### config.mk
export PLATFORM = sky130hd
export DESIGN_NAME = fir_coef_bank_ctrl
export DESIGN_NICKNAME = d
export VERILOG_FILES = /design/src/rtl/fir_coef_bank_ctrl.sv
export SDC_FILE = /design/constraint.sdc
export NUM_CORES = 1
export LEC_CHECK = 0
export CAP_MARGIN = 5
export CELL_PAD_IN_SITES_DETAIL_PLACEMENT = 0
export CELL_PAD_IN_SITES_GLOBAL_PLACEMENT = 1
export CORE_MARGIN = 5
export CORE_UTILIZATION = 30
export DETAILED_ROUTE_END_ITERATION = 6
export PLACE_DENSITY = 0.7
export SYNTH_ARGS = -nofsm -noshare
export SYNTH_HDL_FRONTEND = slang
export SYNTH_SLANG_ARGS = --single-unit
### constraint.sdc
create_clock -name clk -period 50.7 [get_ports clk]
set_clock_uncertainty 0.15 [all_clocks]
set_input_delay 12.675 -clock clk [delete_from_list [all_inputs] [get_ports clk]]
set_output_delay 12.675 -clock clk [all_outputs]
set_load 0.01 [all_outputs]
### src/rtl/fir_coef_bank_ctrl.sv
`default_nettype none
// ============================================================================
// Module      : fir_coef_bank_ctrl
// Description : Double-buffered coefficient bank for the 16-tap Q1.15 FIR.
//               Optional build macro: FIR_COEF_SYM_EN (symmetric tap writes).
// Revision    : 1.0 - initial release
// ============================================================================
module fir_coef_bank_ctrl #(
    parameter int TAPS     = 16,
    parameter int CW       = 16,
    parameter int PIPE_LAT = 6
) (
    input  logic                    clk,
    input  logic                    reset,
    input  logic                    wr_en,
    input  logic [$clog2(TAPS)-1:0] wr_addr,
    input  logic [CW-1:0]           wr_data,
    output logic                    wr_ready,
    input  logic                    commit,
    input  logic                    sample_stb,
    output logic [TAPS*CW-1:0]      coef_flat,
    output logic                    swap_pulse,
    output logic                    out_valid,
    output logic                    busy,
    output logic                    err
);

    localparam int                c_AW         = $clog2(TAPS);
    localparam int                c_CNTW       = $clog2(PIPE_LAT + 1);
    localparam logic [c_CNTW-1:0] c_FLUSH_INIT = c_CNTW'(PIPE_LAT);
    localparam logic [c_CNTW-1:0] c_CNT_LAST   = c_CNTW'(1);

    typedef enum logic [1:0] {
        S_IDLE  = 2'd0,
        S_PEND  = 2'd1,
        S_FLUSH = 2'd2
    } state_t;

    state_t                  r_state;
    state_t                  w_state_nxt;
    logic [TAPS-1:0][CW-1:0] r_shadow;
    logic [TAPS-1:0][CW-1:0] r_active;
    logic [TAPS-1:0]         r_mask;
    logic [TAPS-1:0]         w_wr_bits;
    logic [TAPS-1:0]         w_mask_wr;
    logic [c_CNTW-1:0]       r_cnt;
    logic                    r_swap_pulse;
    logic                    r_out_valid;
    logic                    r_err;
    logic                    w_idle;
    logic                    w_addr_ok;
    logic                    w_mask_full;
    logic                    w_wr_ok;
    logic                    w_wr_reject;
    logic                    w_commit_ok;
    logic                    w_commit_bad;
    logic                    w_swap;
    logic                    w_flush_done;

    assign w_idle      = (r_state == S_IDLE);
    assign w_wr_ok     = w_idle & wr_en & w_addr_ok;
    assign w_wr_reject = wr_en & ~(w_idle & w_addr_ok);

`ifdef FIR_COEF_SYM_EN
    // Only the lower half is host-addressable; each write mirrors to TAPS-1-k (= ~k).
    assign w_addr_ok   = ~wr_addr[c_AW-1];
    assign w_wr_bits   = w_wr_ok ? ((TAPS'(1) << wr_addr) | (TAPS'(1) << ~wr_addr)) : '0;
    assign w_mask_full = &w_mask_wr[TAPS/2-1:0];
`else
    assign w_addr_ok   = 1'b1;
    assign w_wr_bits   = w_wr_ok ? (TAPS'(1) << wr_addr) : '0;
    assign w_mask_full = &w_mask_wr;
`endif

    // Completeness includes a write landing in the same cycle as the commit.
    assign w_mask_wr = r_mask | w_wr_bits;

    always_ff @(posedge clk or posedge reset) begin
        if (reset) begin
            r_state <= S_IDLE;
        end else begin
            r_state <= w_state_nxt;
        end
    end

    always_comb begin
        w_state_nxt  = r_state;
        w_commit_ok  = 1'b0;
        w_commit_bad = 1'b0;
        w_swap       = 1'b0;
        w_flush_done = 1'b0;
        case (r_state)
            S_IDLE: begin
                if (commit) begin
                    if (w_mask_full) begin
                        w_commit_ok = 1'b1;
                        w_state_nxt = S_PEND;
                    end else begin
                        w_commit_bad = 1'b1;
                    end
                end
            end
            S_PEND: begin
                if (sample_stb) begin
                    w_swap      = 1'b1;
                    w_state_nxt = S_FLUSH;
                end
            end
            S_FLUSH: begin
                if (r_cnt == c_CNT_LAST) begin
                    w_flush_done = 1'b1;
                    w_state_nxt  = S_IDLE;
                end
            end
            default: w_state_nxt = S_IDLE;
        endcase
    end

    always_ff @(posedge clk or posedge reset) begin
        if (reset) begin
            r_shadow     <= '0;
            r_active     <= '0;
            r_mask       <= '0;
            r_cnt        <= '0;
            r_swap_pulse <= 1'b0;
            r_out_valid  <= 1'b0;
            r_err        <= 1'b0;
        end else begin
            for (int k = 0; k < TAPS; k++) begin
                if (w_wr_bits[k]) begin
                    r_shadow[k] <= wr_data;
                end
            end
            r_mask <= w_commit_ok ? '0 : w_mask_wr;

            if (w_swap) begin
                r_active <= r_shadow;
            end
            r_swap_pulse <= w_swap;

            if (w_swap) begin
                r_cnt <= c_FLUSH_INIT;
            end else if (w_flush_done) begin
                r_cnt <= '0;
            end else if (r_state == S_FLUSH) begin
                r_cnt <= r_cnt - c_CNT_LAST;
            end

            // Qualifier stays low until products from the old bank have drained.
            if (w_swap) begin
                r_out_valid <= 1'b0;
            end else if (w_flush_done) begin
                r_out_valid <= 1'b1;
            end

            if (w_wr_reject | w_commit_bad) begin
                r_err <= 1'b1;
            end else if (w_commit_ok) begin
                r_err <= 1'b0;
            end
        end
    end

    assign coef_flat  = r_active;
    assign swap_pulse = r_swap_pulse;
    assign out_valid  = r_out_valid;
    assign err        = r_err;
    assign wr_ready   = w_idle;
    assign busy       = ~w_idle;

endmodule
`default_nettype wire
* Word level (Yosys, flattened, before mapping)
Index checks and enable logic that the tools add are counted.
** Word-level totals
- Bits in registers :: 536
- Output and inout port bits :: 261
- Word-level logic and storage cells :: 82
** Cells by class
- Bitwise operators :: 5
- Reduce and logical (&&, ||, !) cells :: 6
- Shifts and indexed selects :: 1
- Add/sub/neg operators :: 1
- Eq/ne operators :: 7
- Mux-type cells :: 24
** Operators with widths (count)
- 16-bit two-way mux :: 2
- 16-bit OR :: 1
- 16-bit AND reduction :: 1
- 1-bit by 4-bit left shift with 16-bit output (first input constant) :: 1
- 1-bit two-way mux :: 14
- 3-bit two-way mux :: 3
- 2-bit two-way mux :: 4
- 2-bit inequality test (second input constant) :: 3
- 2-bit case mux with 3 select lines :: 1
- 4-bit AND reduction :: 1
- 2-bit nonzero test :: 2
- 3-bit by 1-bit == test with 1-bit output (second input constant) :: 1
- 3-bit nonzero test :: 1
- 3-bit by 1-bit subtractor with 3-bit output (second input constant) :: 1
- 1-bit AND :: 2
- 2-bit by 1-bit == test with 1-bit output (second input constant) :: 1
- 2-bit == test (second input constant) :: 1
- 2-bit logical NOT :: 1
- 2-bit by 1-bit inequality test with 1-bit output (second input constant) :: 1
- 1-bit NOT :: 1
- 1-bit OR :: 1

* Longest topological paths before layout
Gate-level depths: netlist of the first run.
- Depth after elaboration :: 10
- Gate-level depth with buffers :: 8
- Mapped depth without buffers :: 5

* Least setup slack after synthesis of the first run
Ideal clock, no wire load.
- Kind :: input to register
- From :: input wr_addr[3]
- To :: register r_mask[10]
- Setup slack :: 35.931 ns
- Arrival :: 14.482 ns
- Buffers on the path :: 2
- Required time :: 50.413 ns
- Setup time :: 0.137 ns
- Stages on the path :: 7
- Path through :: or4b_1 buf_2 o41ai_2 o221ai_1 nor4_4 buf_6 a21oi_1
** On the way
- Word-level cells in the longest chain between the ends :: 8
** RTL lines
- start, declared :: RTL line 16 : input logic [$clog2(TAPS)-1:0] wr_addr,
- 1-bit by 4-bit left shift with 16-bit output * :: RTL line 71 : assign w_wr_bits = w_wr_ok ? (TAPS'(1) << wr_addr) : '0;
- 16-bit two-way mux * :: RTL line 71
- 16-bit OR * :: RTL line 76 : assign w_mask_wr = r_mask | w_wr_bits;
- 16-bit AND reduction :: RTL line 72 : assign w_mask_full = &w_mask_wr;
- 1-bit two-way mux :: RTL line 95 : if (w_mask_full) begin
- 1-bit two-way mux :: RTL line 94 : if (commit) begin
- 1-bit two-way mux :: RTL line 92 : case (r_state)
- 16-bit two-way mux * :: RTL line 134 : r_mask <= w_commit_ok ? '0 : w_mask_wr;
- end signal, assigned :: RTL line 134
- end, declared :: RTL line 43 : logic [TAPS-1:0] r_mask;
Every way passes the cells marked *; elsewhere a longest branch is shown, timed or not.
A chain may end at the register's enable or synchronous reset.

==> results_dict.tcl, run 1 <==
set metrics [dict create \
    cts_setup_buffers 0 \
    maxSlewViolCount 0 \
    hp-class "flop to flop" \
    first_global_vias 14500 \
    cts-hold-fix-buffers 0 \
    hold_path_end "coef_flat[188]$_DFFE_PP0P_" \
    drive_gt1_frac 0.159 \
    hpwl_mm 35.7 \
    synth_seq_cells 536 \
    crit_chain "clkdlybuf4s50_1, inv_8, buf_4, buf_4, buf_4" \
    tightestPinTransition_ps 1250 \
    crit_type "input port to asynchronous set/reset pin" \
    crit_top_cell "buf_4" \
    place.gp.congestion 0.756 \
    fmax_ghz 0.0619 \
    grt_use_total 0.159 \
    cap_violations 0 \
    cts_tree "built" \
    clock-sinks 536 \
    path_clk_slew_ps 60 \
    numCtsBuffers 56 \
    final_cell_area_sq_um 25900 \
    finalSetupViolCount 0 \
    fin_crit_ps 16170 \
    startpoint_type "input port" \
    die_height_um 270 \
    ir_drop_mv 0.0274 \
    required_ps 51130 \
    drt-initial-drc-count 1035 \
    floorplan.initialDensity 0.302 \
    drc_errors 0 \
    insertion_delay_ps 600 \
    p_leak_uw 0.0127 \
    whs_path_depth 2 \
    placementRows 95 \
    antenna_found_initial 9 \
    outcome "complete, no violations" \
    grt_pass1_wl_mm 90.6 \
    cpPeakStageDelay_ps 930 \
    avgSynthCellArea_sq_um 10.8 \
    wl_mm 59.2 \
    cts_resized 0 \
    regToRegSetupSlack_ps 47090 \
    die_w_um 270 \
    synthCells 1871 \
    setup_tns_ps 0 \
    grt_max_degree 262 \
    period_share 0.319 \
    ys.flop_type "dfrtp_1" \
    critPathMaxFanout 123 \
    fin_nets 2147 \
    yosysWarnings 0 \
    hold_violations 0 \
    syn-cell-area_sq_um 20300 \
    htreeDepth 2 \
    die-area_sq_um 72900 \
    syn-num-nets 1898 \
    antenna_left 0 \
    io_buffers 285 \
    cts_max_path_buffers 3 \
    rr_worst_depth 5 \
    p_per_area_nw_per_um2 40.9 \
    synth-edff-count 0 \
    hp-start "r_shadow[188]$_DFFE_PP0P_" \
    slew_headroom 0.164 \
    synth_cell_types 42 \
    synth-seq-area-share 0.661 \
    end_kind "asynchronous set/reset pin" \
    postSynth.asyncResetShare 1.00 \
    worstReg2RegEnd "r_mask[13]$_DFF_PP0_" \
    wl_per_cell_um 19.5 \
    num_io_pins 286 \
    vias_per_cell 4.58 \
    area_delta_synth_final_pct 27.6 \
    grt_overflow 0 \
    place_area_sq_um 23900 \
    grt_setup_unrepaired "no" \
    firstDrtPassIters 5 \
    fp.coreArea_sq_um 67200 \
    timing.rr.start "r_state[1]$_DFFE_PP0P_" \
    crit_path_top_delay_cell "buf_4" \
    cts-root-buf "clkbuf_16" \
    dr_total_vias 13900 \
    cp.arrival_ps 16600 \
]
==> stage by stage <==
stage	util	instances	power, uW	hold WS (ps)	setup slack, ps
global route	0.385	3037	1110	324	33840
CTS	0.385	3037	1070	310	34400
detailed placement	0.356	2935	630	297	33760
floorplan	-	1871	587	283	22890
global placement	0.356	2935	625	293	33840
finish	0.385	3040	1060	306	34530
==> cell families (layout without fill, tap and decap cells) <==
kind of cell	count (synthesis)	after routing	synth area share
AND/OR/NAND/NOR	973	973	0.186
flip-flops	536	536	0.661
multiplexers	210	210	0.116
buffers and inverters	113	406	0.0217
AO/OA/AOI/OAI	37	37	0.0127
adder cells (fa/ha/maj)	2	2	0.00123
other	0	3	0
==> power by group <==
part / switching, uW / total, uW / internal [uW]
logic: 51.7 / 105 / 52.9
clock network: 174 / 437 / 262
registers: 31.3 / 516 / 485
==> per-layer routing <==
layer	up-vias	routed length [um]	track usage
li1	6435	-	-
met1	7093	27500	0.221
met2	315	27700	0.260
met3	84	2850	0.0328
met4	6	1140	0.0354
met5	-	50	0
==> synthesized netlist by cell type, types with 2 or more instances <==
| cell type | count | share of area |
|---|---|---|
| nand3b_1 | 2 | 0.00074 |
| a2bb2oi_1 | 3 | 0.0013 |
| clkbuf_1 | 88 | 0.016 |
| o31ai_1 | 2 | 0.00074 |
| nand3_1 | 4 | 0.00099 |
| a21boi_0 | 3 | 0.0011 |
| clkinv_1 | 2 | 0.00037 |
| o221ai_1 | 2 | 0.00086 |
| ha_1 | 2 | 0.0012 |
| nor2b_1 | 3 | 0.00093 |
| buf_1 | 9 | 0.0017 |
| o21ai_0 | 3 | 0.00074 |
| or3_1 | 2 | 0.00062 |
| mux2_2 | 208 | 0.12 |
| nand2_1 | 926 | 0.17 |
| nor3_1 | 3 | 0.00074 |
| a22oi_1 | 3 | 0.0011 |
| nor2_1 | 14 | 0.0026 |
| nor3_2 | 3 | 0.0015 |
| a31oi_1 | 3 | 0.00093 |
| o21bai_1 | 2 | 0.00074 |
| and3_1 | 4 | 0.0012 |
| buf_2 | 7 | 0.0017 |
| mux2i_1 | 2 | 0.00099 |
| nand2b_1 | 3 | 0.00093 |
| inv_1 | 6 | 0.0011 |
| a21oi_1 | 11 | 0.0027 |
| dfrtp_1 | 536 | 0.66 |
| a21o_1 | 2 | 0.00074 |
==> layout make-up <==
cell class,count,area (sq um)
sequential,536,13400
multi-input combinational,1222,6460
tap,873,1090
clock buffer,74,1560
fill,6454,41300
antenna,3,7.51
inverter,8,45.0
timing repair buffer,296,2890
clock inverter,28,409
==> critical path: cells and delay by family <==
kind / cells / cell delay [ps]
buffers and inverters: 5 / 3710
==> state kept, by name, summed over array words and instances, names as in the netlist <==
signal / cells
r_shadow: 256
swap_pulse: 1
err: 1
coef_flat: 256
r_cnt: 3
r_state: 2
out_valid: 1
r_mask: 16
==> worst max path at each step <==
stage,start,endpoint,slack (ps),cells after the start
2_1_floorplan,reset,coef_flat[0]$_DFFE_PP0P_,22890,1
3_3_place_gp,reset,coef_flat[145]$_DFFE_PP0P_,33840,5
3_5_place_dp,reset,coef_flat[145]$_DFFE_PP0P_,33760,5
4_1_cts,reset,coef_flat[145]$_DFFE_PP0P_,34400,5
5_1_grt,reset,coef_flat[145]$_DFFE_PP0P_,33840,5
6_report,reset,coef_flat[167]$_DFFE_PP0P_,34530,5
==> cell usage in the layout, fill, tap and decap left out, types with 5 or more instances in the layout <==
master / synthesis / routed
inv_1: 6 / 5
clkinvlp_4: 0 / 7
nor2_1: 14 / 10
mux2_2: 208 / 208
bufinv_16: 0 / 9
clkdlybuf4s50_1: 0 / 270
dfrtp_1: 536 / 536
clkbuf_16: 0 / 56
clkbuf_1: 88 / 9
buf_4: 0 / 9
clkinv_2: 0 / 7
clkbuf_8: 0 / 9
buf_2: 7 / 15
nand2_1: 926 / 926
a21oi_1: 11 / 11
No activity file was read; power rests on OpenSTA's default activity.
==> run 2, diff against run 1 <==
==> constraint.sdc (replaced) <==
create_clock -name clk -period 16.8 [get_ports clk]
set_clock_uncertainty 0.15 [all_clocks]
set_input_delay 4.2 -clock clk [delete_from_list [all_inputs] [get_ports clk]]
set_output_delay 4.2 -clock clk [all_outputs]
set_load 0.01 [all_outputs]
==> run 2 against run 1 <==
Register-to-register slack worse by 34000 ps. Non-clock buffer count is 1 higher. First-iteration DRC count is 15% lower. Highest routed layer unchanged. Final area grew 0.14%. Sequential share of layout area fell by 0.073 points. Global-route usage is 0.14 points lower. Critical path depth up 1. Die area did not move. Via count grew 0.38%. Worst hold slack better by 3.7 ps. Power rose to 3.0 times the previous value. Clock-buffer cell count grew 8.
==> results_dict.tcl, run 2 (synthesized netlist as in run 1, its figures left out) <==
set metrics [dict create \
    p_leak_uw 0.0128 \
    tightestPinTransition_ps 1450 \
    hold_violations 0 \
    cts_tree "built" \
    hp-class "flop to flop" \
    grt_pass1_wl_mm 90.0 \
    ir_drop_mv 0.0851 \
    antenna_left 0 \
    cts_resized 0 \
    outcome "complete, no violations" \
    finalSetupViolCount 0 \
    final_cell_mix "926 x nand2_1, 536 x dfrtp_1, 270 x clkdlybuf4s50_1, 208 x mux2_2, 57 x clkbuf_16" \
    setup_tns_ps 0 \
    grt_max_degree 262 \
    grt_use_total 0.158 \
    io_buffers 285 \
    whs_path_depth 2 \
    num_io_pins 286 \
    fin_crit_ps 7210 \
    fin_total_pwr_uw 3170 \
    hp-start "r_shadow[87]$_DFFE_PP0P_" \
    cts-root-buf "clkbuf_16" \
    end_kind "flop" \
    rr_worst_depth 5 \
    wl_per_cell_um 19.2 \
    clock-sinks 536 \
    die_w_um 270 \
    regToRegSetupSlack_ps 13170 \
    first_global_vias 14400 \
    critPathMaxFanout 18 \
    hold_path_end "coef_flat[87]$_DFFE_PP0P_" \
    p_per_area_nw_per_um2 122 \
    placementRows 95 \
    dp.cells 2935 \
    crit_type "input port to flop" \
    fin_nets 2149 \
    dr_total_vias 14000 \
    period_share 0.429 \
    slew_headroom 0.0343 \
    cp.arrival_ps 7500 \
    insertion_delay_ps 610 \
    firstDrtPassIters 5 \
    grt_overflow 0 \
    htreeDepth 2 \
    floorplan.initialDensity 0.302 \
    die_height_um 270 \
    required_ps 17100 \
    antenna_found_initial 9 \
    wl_mm 58.4 \
    hpwl_mm 35.7 \
    maxSlewViolCount 0 \
    numCtsBuffers 57 \
    fillers 6504 \
    grt_setup_unrepaired "no" \
    drc_errors 0 \
    die-area_sq_um 72900 \
    final_cells 3047 \
    cts_max_path_buffers 3 \
    drt-initial-drc-count 878 \
    vias_per_cell 4.59 \
    timing.rr.start "r_state[0]$_DFFE_PP0P_" \
    fmax_ghz 0.139 \
    cts-hold-fix-buffers 0 \
    place.gp.congestion 0.792 \
    fp.coreArea_sq_um 67200 \
    worstReg2RegEnd "r_mask[13]$_DFF_PP0_" \
    startpoint_type "input port" \
    drive_gt1_frac 0.160 \
    final_common_cell "nand2_1" \
    cap_violations 0 \
    area_delta_synth_final_pct 27.8 \
    cts_setup_buffers 0 \
    path_clk_slew_ps 60 \
]
-- run 2: worst max-delay path by stage --
stage	from	endpoint	slack [ps]	cells after the start
6_report	wr_addr[2]	r_mask[13]$_DFF_PP0_	9590	6
5_1_grt	wr_addr[2]	r_mask[13]$_DFF_PP0_	9380	6
4_1_cts	wr_addr[2]	r_mask[13]$_DFF_PP0_	9610	6
3_5_place_dp	wr_addr[2]	r_mask[13]$_DFF_PP0_	8930	6
3_3_place_gp	wr_addr[2]	r_mask[11]$_DFF_PP0_	9090	6
2_1_floorplan	reset	coef_flat[0]$_DFFE_PP0P_	5160	1
-- run 2: power breakdown --
part / leakage, uW / internal [uW] / switching [uW]
registers: 0.00701 / 1460 / 95.9
logic: 0.00479 / 160 / 154
clock network: 0.000979 / 770 / 528
-- run 2: critical path, cell delays in order --
cell	delay, ps
clkdlybuf4s50_1	740
clkinv_1	390
nor3_4	820
o221ai_1	270
nor4_4	850
a21boi_0	230
-- run 2: metal layers --
metal | up-vias | track usage | part of all wire
li1 | 6448 | - | -
met1 | 7117 | 0.216 | 0.45
met2 | 344 | 0.259 | 0.47
met3 | 73 | 0.0369 | 0.059
met4 | 4 | 0.0344 | 0.019
met5 | - | 0 | 0.00055
-- run 2: cell type report --
cell class / count / area [sq um] / share of cell area
diodes: 4 / 10.0 / 0.000386
clock inverters: 25 / 295 / 0.0114
flip-flops and latches: 536 / 13400 / 0.518
repair buffers: 297 / 2930 / 0.113
well taps: 873 / 1090 / 0.0422
clock buffers: 82 / 1670 / 0.0645
multi-input cells: 1222 / 6460 / 0.249
inverters: 8 / 41.3 / 0.00159
-- run 2: through the flow --
stage / worst slack (ps) / utilization / hold slack (ps) / instance area, sq um
finish: 9590 / 0.386 / 309 / 25900
global route: 9380 / 0.386 / 332 / 25900
CTS: 9610 / 0.385 / 313 / 25900
detailed placement: 8930 / 0.356 / 298 / 23900
global placement: 9090 / 0.356 / 292 / 23900
floorplan: 5160 / - / 283 / 20300
